**src/rtl/f7_sched_if.sv**
```systemverilog
// f7_sched_if: handshake and read-address/strobe bundle between the F7 layer
// controller (master) and the F7 sequencer (slave).
//   start, hold             : controller -> sequencer
//   busy, done              : sequencer -> controller status
//   w7_raddr, x_raddr       : weight ROM / feature buffer read addresses
//   mac_en, mac_first, mac_last : accumulator strobes aligned with read data
interface f7_sched_if #(
    parameter int unsigned ADDR_W = 7
);
    logic              start;
    logic              hold;
    logic              busy;
    logic              done;
    logic [ADDR_W-1:0] w7_raddr;
    logic [ADDR_W-1:0] x_raddr;
    logic              mac_en;
    logic              mac_first;
    logic              mac_last;

    modport master (
        output start, hold,
        input  busy, done, w7_raddr, x_raddr, mac_en, mac_first, mac_last
    );

    modport slave (
        input  start, hold,
        output busy, done, w7_raddr, x_raddr, mac_en, mac_first, mac_last
    );
endinterface

```
**src/rtl/f7_sched.sv**
```systemverilog
// f7_sched: sequencer for the F7 fully-connected layer. Walks the weight ROM and
// the F6 feature buffer one column per cycle and emits MAC strobes aligned with
// the read data of both 1-cycle-per-stage synchronous memories.
//   clk      : clock, rising edge
//   rst      : synchronous reset, active-high
//   bus      : f7_sched_if.slave (start/hold in; busy/done, addresses, MAC strobes out)
module f7_sched #(
    parameter int unsigned N_IN   = 84,
    parameter int unsigned ADDR_W = 7,
    parameter int unsigned RD_LAT = 1
) (
    input  logic       clk,
    input  logic       rst,
    f7_sched_if.slave  bus
);

    localparam logic [ADDR_W-1:0] LAST_COL = ADDR_W'(N_IN - 1);

    typedef enum logic [1:0] {
        S_IDLE  = 2'd0,
        S_RUN   = 2'd1,
        S_DRAIN = 2'd2,
        S_DONE  = 2'd3
    } state_t;

    state_t            r_state;
    state_t            w_state_n;
    logic [ADDR_W-1:0] r_cnt;
    logic [ADDR_W-1:0] w_cnt_n;
    logic [ADDR_W-1:0] r_addr;
    logic [ADDR_W-1:0] w_addr_n;
    logic [ADDR_W-1:0] w_col;
    logic              w_issue;
    logic              r_busy;
    logic              r_done;

    // Valid pipeline: stage 0 is aligned with the registered address, stage
    // RD_LAT with the memory read data.
    logic [RD_LAT:0]   r_p_en;
    logic [RD_LAT:0]   r_p_first;
    logic [RD_LAT:0]   r_p_last;

    // Next-state / issue decision. The column is issued on the same edge that
    // loads the address register, so an accepted start puts column 0 out at once.
    always_comb begin
        w_state_n = r_state;
        w_cnt_n   = r_cnt;
        w_addr_n  = r_addr;
        w_col     = r_cnt;
        w_issue   = 1'b0;
        unique case (r_state)
            S_IDLE: begin
                if (bus.start) begin
                    w_state_n = S_RUN;
                    w_cnt_n   = '0;
                    w_col     = '0;
                    w_issue   = !bus.hold;
                end
            end
            S_RUN: begin
                w_issue = !bus.hold;
            end
            S_DRAIN: begin
                if (r_p_last[RD_LAT]) begin
                    w_state_n = S_DONE;
                end
            end
            S_DONE: begin
                w_state_n = S_IDLE;
            end
            default: begin
                w_state_n = S_IDLE;
            end
        endcase
        if (w_issue) begin
            w_addr_n = w_col;
            // Counter saturates at the last column rather than wrapping.
            if (w_col == LAST_COL) begin
                w_state_n = S_DRAIN;
            end else begin
                w_cnt_n = w_col + ADDR_W'(1);
            end
        end
    end

    // State, counter, address and strobe pipeline registers.
    always_ff @(posedge clk) begin
        if (rst) begin
            r_state   <= S_IDLE;
            r_cnt     <= '0;
            r_addr    <= '0;
            r_busy    <= 1'b0;
            r_done    <= 1'b0;
            r_p_en    <= '0;
            r_p_first <= '0;
            r_p_last  <= '0;
        end else begin
            r_state   <= w_state_n;
            r_cnt     <= w_cnt_n;
            r_addr    <= w_addr_n;
            r_busy    <= (w_state_n != S_IDLE);
            r_done    <= (w_state_n == S_DONE);
            r_p_en    <= {r_p_en[RD_LAT-1:0],    w_issue};
            r_p_first <= {r_p_first[RD_LAT-1:0], w_issue && (w_col == '0)};
            r_p_last  <= {r_p_last[RD_LAT-1:0],  w_issue && (w_col == LAST_COL)};
        end
    end

    assign bus.busy      = r_busy;
    assign bus.done      = r_done;
    assign bus.w7_raddr  = r_addr;
    assign bus.x_raddr   = r_addr;
    assign bus.mac_en    = r_p_en[RD_LAT];
    assign bus.mac_first = r_p_first[RD_LAT];
    assign bus.mac_last  = r_p_last[RD_LAT];

endmodule

```
**src/flat_wrapper.sv**
```systemverilog
// flat-port wrapper written by rule: the top's interface ports become plain ports
module f7_sched_flat 
#(
    parameter int unsigned N_IN   = 84,
    parameter int unsigned ADDR_W = 7,
    parameter int unsigned RD_LAT = 1
)
  (clk, rst, bus_start, bus_hold, bus_busy, bus_done, bus_w7_raddr, bus_x_raddr, bus_mac_en, bus_mac_first, bus_mac_last);
  f7_sched_if #(.ADDR_W(ADDR_W)) bus_i ();
  input  logic clk;
  input  logic rst;
  input wire logic [$bits(bus_i.start)-1:0] bus_start;
  input wire logic [$bits(bus_i.hold)-1:0] bus_hold;
  output wire logic [$bits(bus_i.busy)-1:0] bus_busy;
  output wire logic [$bits(bus_i.done)-1:0] bus_done;
  output wire logic [$bits(bus_i.w7_raddr)-1:0] bus_w7_raddr;
  output wire logic [$bits(bus_i.x_raddr)-1:0] bus_x_raddr;
  output wire logic [$bits(bus_i.mac_en)-1:0] bus_mac_en;
  output wire logic [$bits(bus_i.mac_first)-1:0] bus_mac_first;
  output wire logic [$bits(bus_i.mac_last)-1:0] bus_mac_last;
  assign bus_i.start = bus_start;
  assign bus_i.hold = bus_hold;
  assign bus_busy = bus_i.busy;
  assign bus_done = bus_i.done;
  assign bus_w7_raddr = bus_i.w7_raddr;
  assign bus_x_raddr = bus_i.x_raddr;
  assign bus_mac_en = bus_i.mac_en;
  assign bus_mac_first = bus_i.mac_first;
  assign bus_mac_last = bus_i.mac_last;
  f7_sched #(.N_IN(N_IN), .ADDR_W(ADDR_W), .RD_LAT(RD_LAT)) u_core (.clk(clk), .rst(rst), .bus(bus_i));
endmodule
```
**config.mk**
```make
export PLATFORM = sky130hd
export DESIGN_NAME = f7_sched_flat
export DESIGN_NICKNAME = d
export VERILOG_FILES = /design/src/rtl/f7_sched_if.sv /design/src/rtl/f7_sched.sv /design/src/flat_wrapper.sv
export SDC_FILE = /design/constraint.sdc
export NUM_CORES = 1
export LEC_CHECK = 0
export CORE_ASPECT_RATIO = 1.5
export CORE_MARGIN = 3
export CORE_UTILIZATION = 30
export DETAILED_ROUTE_END_ITERATION = 8
export PLACE_DENSITY_LB_ADDON = 0.25
export SLEW_MARGIN = 20
export SYNTH_ARGS = -nofsm -noshare
export SYNTH_HDL_FRONTEND = slang
export SYNTH_SLANG_ARGS = --single-unit
```
**constraint.sdc**
```tcl
create_clock -name clk -period 1.5 [get_ports clk]
set_input_delay 0.375 -clock clk [delete_from_list [all_inputs] [get_ports clk]]
set_output_delay 0.375 -clock clk [all_outputs]
set_load 0.005 [all_outputs]
```
=== Yosys cells after proc, flatten, opt, wreduce, memory -nomap -nowiden ===
Cells that the tools add are included.

* Flip-flop bits (word level): 24
* Latch bits: 0
* Memory bits (writable): 0
* Memory bits (read-only): 0
* Input bits: 4
* Output and inout port bits: 19
* Word-level logic and storage cells: 31
* Memories kept: 0

* Add/sub/neg operators: 1
* Multipliers: 0
* Divide/modulo/power cells: 0
* Order comparisons: 0
* Equality and inequality tests: 5
* Shift-type cells: 0
* Mux-type cells: 11
* Bitwise gates (word level): 0
* Reductions and logical operators: 6

{| class="wikitable"
|+ Operators with widths
! cell !! number
|-
| 7-bit 2-to-1 mux || 4
|-
| 2-bit 2-to-1 mux || 4
|-
| 7-bit by 1-bit adder with 7-bit output (second input constant) || 1
|-
| 7-bit equality test (second input constant) || 1
|-
| 7-bit logical NOT || 1
|-
| 2-bit equality test (second input constant) || 3
|-
| 2-bit case mux with 3 select lines || 1
|-
| 2-bit by 1-bit equality test with 1-bit output (second input constant) || 1
|-
| 1-bit logical AND || 2
|-
| 2-bit logical NOT || 1
|-
| 1-bit case mux with 2 select lines || 1
|-
| 2-bit nonzero test || 1
|-
| 1-bit logical NOT || 1
|-
| 1-bit 2-to-1 mux || 1
|}

=== Depth between registers and ports, before layout ===
* Depth in word-level cells: 6
* Gate-level depth with buffers: 6
* Mapped depth without buffers: 5

=== Worst setup path before layout ===
OpenSTA, ideal clock, no wires.

* Path kind: register to register
* From: reg u_core.r_state[0]
* To: reg u_core.r_cnt[2]
* Library setup time: 0.070 ns
* Data arrival time: 1.521 ns
* Data required time: 1.430 ns
* Slack: -0.091 ns
* Stages on the path, launching flop included: 5
* Buffers on the path: 0
* Period minus slack after synthesis: 1.591 ns
* Path through: dfxtp_1 > or3b_4 > and4_4 > or4_1 > a21oi_1

* Word-level cells in the longest chain between the ends: 5
* Elaborated cells on any way between the ends: 8
* Those cells by class: add/sub (1); eq/ne (2); mux (4); reduce/logical (1)

{| class="wikitable"
|+ Ends and longest elaborated chain
! item !! line !! source
|-
| from (decl) || f7_sched.sv:26 || <nowiki>state_t r_state;</nowiki>
|-
| from (signal assigned) || f7_sched.sv:98 || <nowiki>r_state <= w_state_n;</nowiki>
|-
| 2-bit logical NOT || f7_sched.sv:51 || <nowiki>unique case (r_state)</nowiki>
|-
| 7-bit 2-to-1 mux || f7_sched.sv:51 ||
|-
| 7-bit by 1-bit adder with 7-bit output / 7-bit equality test (equally long branches) || f7_sched.sv:81, f7_sched.sv:78 ||
|-
| 7-bit 2-to-1 mux || f7_sched.sv:78 || <nowiki>if (w_col == LAST_COL) begin</nowiki>
|-
| 7-bit 2-to-1 mux * || f7_sched.sv:75 || <nowiki>if (w_issue) begin</nowiki>
|-
| to (signal assigned) || f7_sched.sv:99 || <nowiki>r_cnt <= w_cnt_n;</nowiki>
|-
| to (decl) || f7_sched.sv:28 || <nowiki>logic [ADDR_W-1:0] r_cnt;</nowiki>
|}

Mark *: on every way between the ends. The rest lies on a longest branch, timed or not.
A chain may end at the register's enable or synchronous reset.

=== Worst setup path after layout ===
* From: reg u_core.r_state[1]
* To: reg u_core.r_cnt[2]

The elaborated chain is that of the path after synthesis.

==> results.txt <==
The run finished, with violations left. The final reports fail on negative setup slack. The tightest min-delay check is of the reg -> reg type. In this run, distinct cell masters in the synthesized netlist total 31. Entering global routing, the biggest net connects 15 pins. The core occupancy in the finished layout came out at 52.0%. The core area came out at 3000 sq um. In the final routed layout, each cell accounts on average for 13.9 um. The register bit total from synthesis is 24.

The starting DRC count in detailed routing came out at 22. Row generation in the floorplan step produced 24 rows. Wires add up to 2.55 mm. The critical path launch point type is a register. The first-pass GRT wire length is 3.96 mm. The net count of the finished layout is 151. After detailed routing, the number of remaining DRC violations is 0. The largest clock skew in the final design came out at 0.00906 ns.

The number of nets produced by synthesis came out at 111. Setup repair after global routing could not meet its margin everywhere. Traced cell by cell, the critical path runs through buf_6, or3_4, or4_4, a21oi_2. In this run, synthesis inferred 0 flip-flops with an integrated enable.

Across all setup checks in the final design, the least slack found is -0.0487 ns. The number of search-and-repair iterations in the first detailed-routing pass is 4. The via count of the routed design came out at 889.

The non-filler instance count after layout came out at 184. For the worst setup path, the data arrival time is 1.76 ns. The number of warnings printed during yosys synthesis came out at 0. The post-DP HPWL came out at 1.62 mm. The cell leakage power came out at 0.794 nW.

The placed cell area is 1300 sq um. The number of antenna violations at the first check in global routing came out at 0. The average instance area after synthesis came out at 9.18 sq um. The cell sitting at the root of the clock tree is a clkbuf_8. The diode insertion count for antenna repair is 0. Of all nets on the critical path, the largest fanout is 8. On the critical path, the stage with the largest delay is an instance of or4_4. For this run, the total global-route usage over all layers was measured as 13.5%. The worst setup path is of the reg -> reg kind. The share of flip-flops with an asynchronous set or reset is 0%. Measured against its own limit, the worst slew margin works out to 76.7%.

The time the worst path needs with I/O delays and setup came out at 1.55 ns. The final critical path takes up 103% of the cycle. In this run the number of H-tree levels came out at 1. The worst-margin pin slew came out at 0.349 ns. The count of final max-slew check failures came out at 0.

The dominant register cell in the synthesized netlist is dfxtp_1. The clock drives 24 sinks. Derived from the worst setup path, the maximum achievable clock frequency is 646 MHz. For this run, the register share of the synthesized area comes to 49.4%. The count of port buffers added during placement came out at 22. The die covers 3980 sq um. The CTS tree is built. In the final layout, the share of cells above drive strength 1 is 37.9%. The later-pin clock latency in the skew report came out at 0.27 ns. Buffers inserted during clock tree synthesis total 3. Summed over all layers, the global routing overflow is 0. The number of vias per cell came out at 4.83. Clock-pin slew was measured on the worst setup and hold paths at 0.09 ns. With fillers left out, the area of the finished cells amounts to 1560 sq um. The number of I/O pins is 23. Dividing total power by cell area gives a power density of 881 nW/um^2. The initial utilization of the core area, before any placement, comes to 32.4%.

The cell area after synthesis came out at 973 sq um. The number of buffers on the longest clock path came out at 2. The count of max-cap constraint violations came out at 0. VDD sags by at most 0.598 mV. In this run the vertical extent of the chip is 75.8 um. Routability-driven placement finished with a final weighted congestion of 0.734.

Setup violations remaining at the end of the flow were counted as 3. The die width is 52.5 um. STA classifies the critical path endpoint as a register. The maximum single-stage delay on the critical path is 0.49 ns. The required time of the worst setup path came out at 1.71 ns. The fill cell instance count of the final layout is 268. Relative to the synthesized area, the layout overhead comes to 60.5%. The number of hold-slack violations in the final timing report is 0.

The number of placed instances, taps included came out at 172. The remaining number of nets flagged by the antenna check after routing is 0. Synthesis produced 106 cells. The number of global-route vias before repair is 863.
[path summary, 6_finish.rpt]
kind / from / end / slack [ns] / depth (start not counted)
worst min register to register: u_core.r_p_last[0] / u_core.r_p_last[1] / 0.45 / 1
worst max-delay path: u_core.r_state[1] / u_core.r_cnt[2] / -0.05 / 4
worst min-delay path: u_core.r_p_last[0] / u_core.r_p_last[1] / 0.45 / 1
worst max register to register: u_core.r_state[1] / u_core.r_cnt[2] / -0.05 / 4
[layout by cell type (no fill, tap or decap), types with 2 or more instances in the layout]
| master | Yosys | final |
|---|---|---|
| nor3_1 | 6 | 4 |
| clkdlybuf4s50_1 | 0 | 7 |
| nand3_1 | 2 | 2 |
| a21oi_1 | 5 | 4 |
| nor2b_1 | 3 | 3 |
| nor3b_1 | 3 | 3 |
| nand2_1 | 7 | 5 |
| buf_4 | 7 | 21 |
| buf_6 | 0 | 4 |
| dlymetal6s2s_1 | 0 | 11 |
| dfxtp_1 | 24 | 13 |
| nor3_2 | 0 | 2 |
| inv_1 | 3 | 3 |
| a22oi_1 | 3 | 3 |
| dlygate4sd2_1 | 0 | 4 |
| dfxtp_2 | 0 | 11 |
| a211oi_1 | 4 | 4 |
| o21ai_0 | 2 | 2 |
| clkbuf_8 | 0 | 3 |
| xnor2_1 | 2 | 2 |
| nor2_1 | 12 | 11 |
| nand2_4 | 0 | 2 |
[sequential cells by signal, summed over array words and instances, names as in the netlist]
register	count
u_core.bus.busy	1
u_core.r_p_last	2
u_core.r_state	2
u_core.bus.w7_raddr	7
u_core.r_cnt	7
u_core.r_p_en	2
u_core.r_p_first	2
u_core.bus.done	1
[per-stage QoR]
step                      setup WS [ns]  hold slack [ns]  setup TNS (ns)  power [mW]
after floorplan                 -0.0823            0.414         -0.0823       0.727
after global placement           -0.587            0.418           -7.21       0.789
after detailed placement         -0.606            0.430           -7.64       0.791
after CTS                       -0.0619            0.452         -0.0739        1.36
after global routing            -0.0904            0.452          -0.326        1.42
final                           -0.0487            0.445         -0.0825        1.38
[power by group]
group          switching (mW)  internal, mW  leakage, nW
sequential             0.0108         0.652        0.200
clock                   0.211         0.357       0.0357
combinational          0.0660        0.0798        0.558
[cell type report]
| class | instances | area, sq um | share of cell area, % |
|---|---|---|---|
| clock inverter | 1 | 30.0 | 1.92 |
| timing repair buffer | 47 | 445 | 28.5 |
| inverter | 3 | 11.3 | 0.721 |
| clock buffer | 3 | 41.3 | 2.64 |
| sequential | 24 | 494 | 31.6 |
| tap | 39 | 48.8 | 3.12 |
| multi-input combinational | 67 | 492 | 31.5 |
[critical path, delay by kind of cell (launching register included)]
kind                   cells  cell delay (ns)
and+or+nand+nor            2             0.90
DFF                        1             0.34
buffers and inverters      1             0.13
AOI/OAI and AO/OA          1             0.12
[kinds of logic after synthesis]
| logic type | after synthesis | synth area share [%] |
|---|---|---|
| buffers and inverters | 15 | 8.48 |
| flip-flops | 24 | 49.4 |
| XOR/XNOR | 3 | 2.70 |
| multiplexers | 1 | 1.16 |
| adder cells (fa/ha/maj) | 1 | 1.29 |
| AND/OR/NAND/NOR | 46 | 26.4 |
| AO/OA/AOI/OAI | 16 | 10.7 |
[per-layer routing]
layer | track usage, % | up-vias | share of wire, %
met1 | 13.0 | 422 | 36
met5 | 0 | - | 0
met2 | 25.1 | 21 | 57
met4 | 8.81 | 0 | 2.8
met3 | 3.13 | 8 | 3.4
li1 | - | 438 | -
[cells in the mapped netlist (all sizes together), types with 2 or more instances]
master	count	area [sq um]
a21oi	5	25.0
nor2	12	45.0
or4	2	15.0
buf	7	52.6
nor2b	3	18.8
or3	2	12.5
clkbuf	5	18.8
o21ai	2	10.0
dfxtp	24	480
a22oi	3	22.5
nor3b	3	22.5
nand2	7	26.3
nor3	6	30.0
a211oi	4	30.0
inv	3	11.3
nand3	2	10.0
xnor2	2	17.5
[repair_timing]
action,4_1_cts,5_1_grt
endpoints found under the setup margin,31,19
gates resized for setup,21,24
hold buffers,0,0
buffers inserted,2,6
pin swaps,4,6
Power figures use the tool's default switching activity.
